==> config.mk <==
export PLATFORM = sky130hd
export DESIGN_NAME = paula_floppy_mfm_deser
export DESIGN_NICKNAME = d
export VERILOG_FILES = /design/src/rtl/paula_floppy_pkg.sv /design/src/rtl/paula_floppy_shifter.sv /design/src/rtl/paula_floppy_mfm_deser.sv
export SDC_FILE = /design/constraint.sdc
export NUM_CORES = 1
export LEC_CHECK = 0
export ABC_AREA = 1
export CAP_MARGIN = 20
export CORE_MARGIN = 2
export CORE_UTILIZATION = 53
export CTS_BUF_LIST = sky130_fd_sc_hd__clkbuf_2
export DETAILED_ROUTE_END_ITERATION = 10
export PLACE_DENSITY = 0.79
export SETUP_SLACK_MARGIN = 0.05
export SYNTH_ARGS = -nofsm -noshare
export SYNTH_HDL_FRONTEND = slang
export SYNTH_SLANG_ARGS = --single-unit
==> constraint.sdc <==
create_clock -name clk -period 3 [get_ports clk]
set_input_delay 0.6 -clock clk [delete_from_list [all_inputs] [get_ports clk]]
set_output_delay 0.6 -clock clk [all_outputs]
set_load 0.01 [all_outputs]
==> src/rtl/paula_floppy_pkg.sv <==
// rtl/paula_floppy_pkg.sv - shared constants and FSM encoding for the floppy read path
package paula_floppy_pkg;

  localparam int LEN_W      = 14;
  localparam int FIFO_DEPTH = 2048;

  typedef logic [1:0] state_t;
  localparam state_t ST_IDLE      = 2'd0;
  localparam state_t ST_WAIT_SYNC = 2'd1;
  localparam state_t ST_XFER      = 2'd2;

endpackage

==> src/rtl/paula_floppy_shifter.sv <==
// rtl/paula_floppy_shifter.sv - MFM bit shifter, word bit counter and DSKSYNC comparator
module paula_floppy_shifter
  import paula_floppy_pkg::*;
(
  input  logic        clk,
  input  logic        clk7_en,
  input  logic        reset,
  input  logic        bit_stb,
  input  logic        bit_in,
  input  logic [15:0] dsksync,
  input  logic        wordsync,
  input  logic        cnt_clr,
  output logic [15:0] sreg_next,
  output logic [3:0]  bitcnt,
  output logic        match
);

  logic [15:0] sreg;

  // Compare against the value the register is about to take so a match
  // is seen on the same strobe that delivers the final sync bit.
  assign sreg_next = {sreg[14:0], bit_in};
  assign match     = bit_stb && (sreg_next == dsksync);

  always_ff @(posedge clk) begin
    if (clk7_en) begin
      if (reset) begin
        sreg   <= 16'd0;
        bitcnt <= 4'd0;
      end else begin
        if (bit_stb) begin
          sreg <= sreg_next;
        end
        if (cnt_clr || (wordsync && match)) begin
          bitcnt <= 4'd0;
        end else if (bit_stb) begin
          bitcnt <= bitcnt + 4'd1;
        end
      end
    end
  end

endmodule

==> src/rtl/paula_floppy_mfm_deser.sv <==
// rtl/paula_floppy_mfm_deser.sv - MFM serial-to-parallel deserializer feeding the floppy FIFO
module paula_floppy_mfm_deser
  import paula_floppy_pkg::*;
#(
  parameter int LEN_W = paula_floppy_pkg::LEN_W
) (
  input  logic             clk,
  input  logic             clk7_en,
  input  logic             reset,
  input  logic             bit_stb,
  input  logic             bit_in,
  input  logic [15:0]      dsksync,
  input  logic             wordsync,
  input  logic             start,
  input  logic [LEN_W-1:0] len,
  input  logic             fifo_full,
  output logic             fifo_wr,
  output logic [15:0]      fifo_data,
  output logic             sync_det,
  output logic             busy,
  output logic             done,
  output logic             overflow
);

  state_t           state;
  logic [LEN_W-1:0] remaining;
  logic [15:0]      sreg_next;
  logic [3:0]       bitcnt;
  logic             match;
  logic             start_ok;
  logic             cnt_clr;
  logic             word_evt;

  // A zero-length start is ignored in every state.
  assign start_ok = start && (len != '0);
  assign cnt_clr  = start_ok || ((state == ST_WAIT_SYNC) && match);
  // Boundary and realign coinciding still yield exactly one word.
  assign word_evt = bit_stb && ((bitcnt == 4'd15) || (wordsync && match));
  assign busy     = (state != ST_IDLE);

  paula_floppy_shifter u_shifter (
    .clk       (clk),
    .clk7_en   (clk7_en),
    .reset     (reset),
    .bit_stb   (bit_stb),
    .bit_in    (bit_in),
    .dsksync   (dsksync),
    .wordsync  (wordsync),
    .cnt_clr   (cnt_clr),
    .sreg_next (sreg_next),
    .bitcnt    (bitcnt),
    .match     (match)
  );

  always_ff @(posedge clk) begin
    if (clk7_en) begin
      if (reset) begin
        state     <= ST_IDLE;
        remaining <= '0;
        fifo_wr   <= 1'b0;
        fifo_data <= 16'd0;
        sync_det  <= 1'b0;
        done      <= 1'b0;
        overflow  <= 1'b0;
      end else begin
        fifo_wr  <= 1'b0;
        done     <= 1'b0;
        sync_det <= match;
        if (start_ok) begin
          remaining <= len;
          overflow  <= 1'b0;
          state     <= wordsync ? ST_WAIT_SYNC : ST_XFER;
        end else begin
          case (state)
            ST_IDLE: ;
            ST_WAIT_SYNC: begin
              if (match) begin
                state <= ST_XFER;
              end
            end
            ST_XFER: begin
              if (word_evt) begin
                if (!fifo_full) begin
                  fifo_wr   <= 1'b1;
                  fifo_data <= sreg_next;
                end else begin
                  overflow <= 1'b1;
                end
                if (remaining != '0) begin
                  remaining <= remaining - LEN_W'(1);
                end
                if (remaining == LEN_W'(1)) begin
                  done  <= 1'b1;
                  state <= ST_IDLE;
                end
              end
            end
            default: state <= ST_IDLE;
          endcase
        end
      end
    end
  end

endmodule
# Yosys cells after proc, flatten, opt, wreduce, memory -nomap -nowiden
# Index checks and enable logic that the tools add are counted.
[op_classes] addsub=2 eq_ne=11 mux=21 n_bitwise=2 n_reduce_logical=29
[ops] cell="$mux W16" n=4
[ops] cell="$mux W14" n=4
[ops] cell="$reduce_bool A14 Y1" n=2
[ops] cell="$eq A16 B16 Y1" n=1
[ops] cell="$mux W15" n=1
[ops] cell="$reduce_bool A3 Y1" n=5
[ops] cell="$eq A14 B1 Y1 const B" n=1
[ops] cell="$sub A14 B1 Y14 const B" n=1
[ops] cell="$ne A4 B4 Y1 const B" n=3
[ops] cell="$mux W2" n=5
[ops] cell="$reduce_and A5 Y1" n=2
[ops] cell="$reduce_and A4 Y1" n=2
[ops] cell="$reduce_bool A2 Y1" n=4
[ops] cell="$pmux W2 S3" n=1
[ops] cell="$logic_and A1 B1 Y1" n=5
[ops] cell="$mux W1" n=5
[ops] cell="$add A4 B1 Y4 const B" n=1
[ops] cell="$eq A4 B4 Y1 const B" n=1
[ops] cell="$mux W4" n=1
[ops] cell="$ne A2 B2 Y1 const B" n=2
[ops] cell="$reduce_and A2 Y1" n=2
[ops] cell="$reduce_or A2 Y1" n=2
[ops] cell="$reduce_or A4 Y1" n=1
[ops] cell="$logic_or A1 B1 Y1" n=3
[ops] cell="5 further kinds" n=6
[totals] ff_bits=55 input_bits=38 output_inout_bits=21 word_cells=74

# Logic depth before layout (Yosys ltp)
[depth] word_depth=8 mapped_depth=12 ltp_nobuf=12

# By module
# Synthesis repeated with hierarchy kept, for this count alone.
[unflattened] cells_unflattened=377 area_unflattened_um2=3113.0
[by_module_without_submodules] mod="paula_floppy_mfm_deser" n_inst=1 cells_per_inst=223 area_per_inst_um2=1965.6 seq_area_each_um2=1081.0
[by_module_without_submodules] mod="paula_floppy_shifter" n_inst=1 cells_per_inst=154 area_per_inst_um2=1147.4 seq_area_each_um2=570.5

# Worst setup path before layout
# OpenSTA, ideal clock, no wires.
[synth_timing] path_type="input port to flip-flop" from="input port dsksync[0]" to="register fifo_data[0], enable pin" setup_ns=0.394 arrival_ns=2.050 required_ns=2.606 path_slack_ns=0.556 stages=10 n_path_buf=0 cell_sequence="inv_1 -> nand2_1 -> nand2_1 -> nor2_1 -> nand2_1 -> nor2_1 -> nand4_1 -> nand2_1 -> nand4_1 -> a21oi_1"
[synth_via] elab_chain_cells=7
[synth_rtl] element="from (decl)" line_no="paula_floppy_mfm_deser.sv:12" source="input logic [15:0] dsksync,"
[synth_rtl] element="$eq A16 B16 Y1" line_no="paula_floppy_shifter.sv:23" source="assign match = bit_stb && (sreg_next == dsksync);"
[synth_rtl] element="$logic_and A1 B1 Y1" line_no="paula_floppy_shifter.sv:23"
[synth_rtl] element="$logic_and A1 B1 Y1" line_no="paula_floppy_mfm_deser.sv:38" source="assign word_evt = bit_stb && ((bitcnt == 4'd15) || (wordsync && match));"
[synth_rtl] element="$logic_or A1 B1 Y1" line_no="paula_floppy_mfm_deser.sv:38"
[synth_rtl] element="$logic_and A1 B1 Y1" line_no="paula_floppy_mfm_deser.sv:38"
[synth_rtl] element="$reduce_bool A2 Y1 (no source line)"
[synth_rtl] element="$reduce_and A5 Y1 (no source line)"
[synth_rtl] element="to (signal assigned)" line_no="paula_floppy_mfm_deser.sv:85" source="fifo_data <= sreg_next;"
[synth_rtl] element="to (decl)" line_no="paula_floppy_mfm_deser.sv:18" source="output logic [15:0] fifo_data,"
# Every way passes these cells.
# A chain may end at the register's enable or synchronous reset.

# Final worst setup path
[layout_timing] from="register state[0]" to="output port busy"
[layout_via] elab_chain_cells=1
[layout_rtl] element="from (decl)" line_no="paula_floppy_mfm_deser.sv:25" source="state_t state;"
[layout_rtl] element="from (signal assigned)" line_no="paula_floppy_mfm_deser.sv:72" source="state <= wordsync ? ST_WAIT_SYNC : ST_XFER;"
[layout_rtl] element="$reduce_bool A2 Y1" line_no="paula_floppy_mfm_deser.sv:39" source="assign busy = (state != ST_IDLE);"
[layout_rtl] element="to (decl)" line_no="paula_floppy_mfm_deser.sv:20" source="output logic busy,"
# Every way passes these cells.

==> results.cfg <==
[run_status]
outcome = completed

[worst_setup_path]
path_class = flop to primary output
cp.arrival_ns = 1.60
r2r_cells = 10
crit_path_end_kind = primary output
start_kind = flop
required_ns = 2.40
cp_max_fo = 3

[synth]
syn_area_mm2 = 0.00294
yosys_warnings = 0
syn_avg_cell_area_um2 = 9.20
ys_seq_area_share_pct = 56.1
synthCells = 320
ys_seq_elements = 55
ys_types = 33
synth_nets = 361

[timing]
final_max_slew_viol_count = 0
relSlewSlack_pct = 67.5
hold_viol = 0
min_period_over_period_pct = 73.2
rsz0062_at_grt = no
setup_tns_ns = 0
timing.fmax_mhz = 455
setup_viol = 0
worst-slew-pin-transition_ns = 0.486
skew_ns = 0.0180
min_period_ns = 2.20

[clocking]
root_buffer = clkbuf_2
cts.clk_slew.worst_paths_ns = 0.28
clockBufferDepth = 2
cts.sinks = 55
clk_latency_ns = 0.46
htreeDepth = 2
postCtsSetupRepairBufs = 0
cts_tree = built
cts_resized = 0
cts-hold-fix-buffers = 0
cts_buffers = 5

[power]
p_leak_nw = 1.54
vdd_drop_max_v = 0.000339
p_per_area_mw_per_mm2 = 424
total_power_mw = 1.56

[worst_hold_path]
min_path_type = flop to flop
hold_path_depth = 1

[grt]
track_usage_pct = 21.8
grt_pass1_wl_um = 10400
grt_pass1_vias = 2243
antenna_found_initial = 0
grt_start_max_net_pins = 18
overflow = 0

[die]
core_area_mm2 = 0.00544
die_h_um = 78.5
die_w_um = 78.5
num_rows = 27
die_area_mm2 = 0.00616
floorplan.initialDensity_pct = 54.1
pin_count = 59

[route]
drt_pass1_iterations = 4
dr_wl_met3_um = 294
routedWlPerCell_um = 13.8
met1_length_um = 2710
viasPerCell = 5.04
drt-total-wl_um = 6300
ant_nets = 0
top_layer = met4
num_vias = 2310
dr_wl_met2_um = 3160
drcViolationCount = 0
drtIter0Drc = 167

[placement]
portBuffers = 58
gp_congestion = 0.853
dp_hpwl_um = 4810

[finish]
area_delta_synth_final_pct = 25.3
layout_common_cells = nand2_1 (67), inv_1 (58), clkdlybuf4s50_1 (58)
nNetsFinal = 426
diodes = 0
drive_above_1_share_pct = 6.74
layout_commonest_cell = nand2_1

[run]
maxCapViolations = 0
-- synth_stat cells (all sizes together) --
cell type	number	area [µm²]
nand2	68	258
inv	59	221
edfxtp	55	1650
nor2	48	195
o21ai	17	92.6
nor3	11	76.3
nand3	10	60.1
nand4	9	56.3
xnor2	8	70.1
xor2	8	70.1
a21oi	6	30.0
buf	5	32.5
o22ai	5	31.3
ha	3	37.5
nor3b	2	15.0
nand3b	1	7.51
nor4	1	6.26
o211a	1	10.0
o211ai	1	7.51
o31ai	1	7.51
or2	1	6.26
-- per-layer routing --
layer / vias to the layer above / GRT usage (%)
li1: 1170 / -
met1: 1059 / 27.5
met2: 67 / 36.6
met3: 14 / 4.60
met4: 0 / 8.60
met5: - / 0
-- sequential cells by signal, indices dropped and copies added, names as in the netlist --
signal,cells
fifo_data,16
u_shifter.sreg,15
remaining,14
u_shifter.bitcnt,4
state,2
done,1
fifo_wr,1
overflow,1
sync_det,1
-- power by group --
part	switching [mW]	internal, mW
Sequential	0.0275	0.899
Combinational	0.137	0.119
Clock	0.240	0.142
Total	0.404	1.16
-- path summary, 6_finish.rpt --
kind,start,end,slack [ns]
max,state[0],busy,0.80
min reg2reg,u_shifter.bitcnt[0],u_shifter.bitcnt[0],0.62
max reg2reg,u_shifter.sreg[11],remaining[9],0.96
min,u_shifter.bitcnt[0],u_shifter.bitcnt[0],0.62
-- worst max-delay path, stage by stage, from the launching register on --
cell,delay [ns]
edfxtp_1,0.47
inv_1,0.12
nand2_1,0.07
clkdlybuf4s50_1,0.47
-- cell type report --
cell class / instances / area [µm²]
fill: 461 / 1750
timing repair buffer: 63 / 618
sequential: 55 / 1650
inverter: 59 / 221
clock buffer: 5 / 25.0
multi-input combinational: 201 / 1040
tap: 72 / 90.1
clock inverter: 3 / 42.5
-- logic make-up after synthesis --
family | synth area share [%]
and+or+nand+nor | 23.1
xor gates and xnor gates | 4.76
DFF | 56.1
adders and majority gates | 1.28
buffers and inverters | 8.63
AOI/OAI and AO/OA | 6.08
-- stage by stage --
step | hold WS [ns] | worst slack, ns | utilization [%] | std cells | instance area (µm²)
2_1_floorplan | 0.555 | 0.556 | - | 320 | 2940
3_3_place_gp | 0.584 | 0.349 | 66.5 | 450 | 3620
3_5_place_dp | 0.602 | 0.333 | 66.5 | 450 | 3620
4_1_cts | 0.633 | 0.804 | 67.8 | 458 | 3690
5_1_grt | 0.667 | 0.675 | 67.8 | 458 | 3690
6_report | 0.625 | 0.804 | 67.8 | 458 | 3690
No activity file was read; power rests on OpenSTA's default activity.
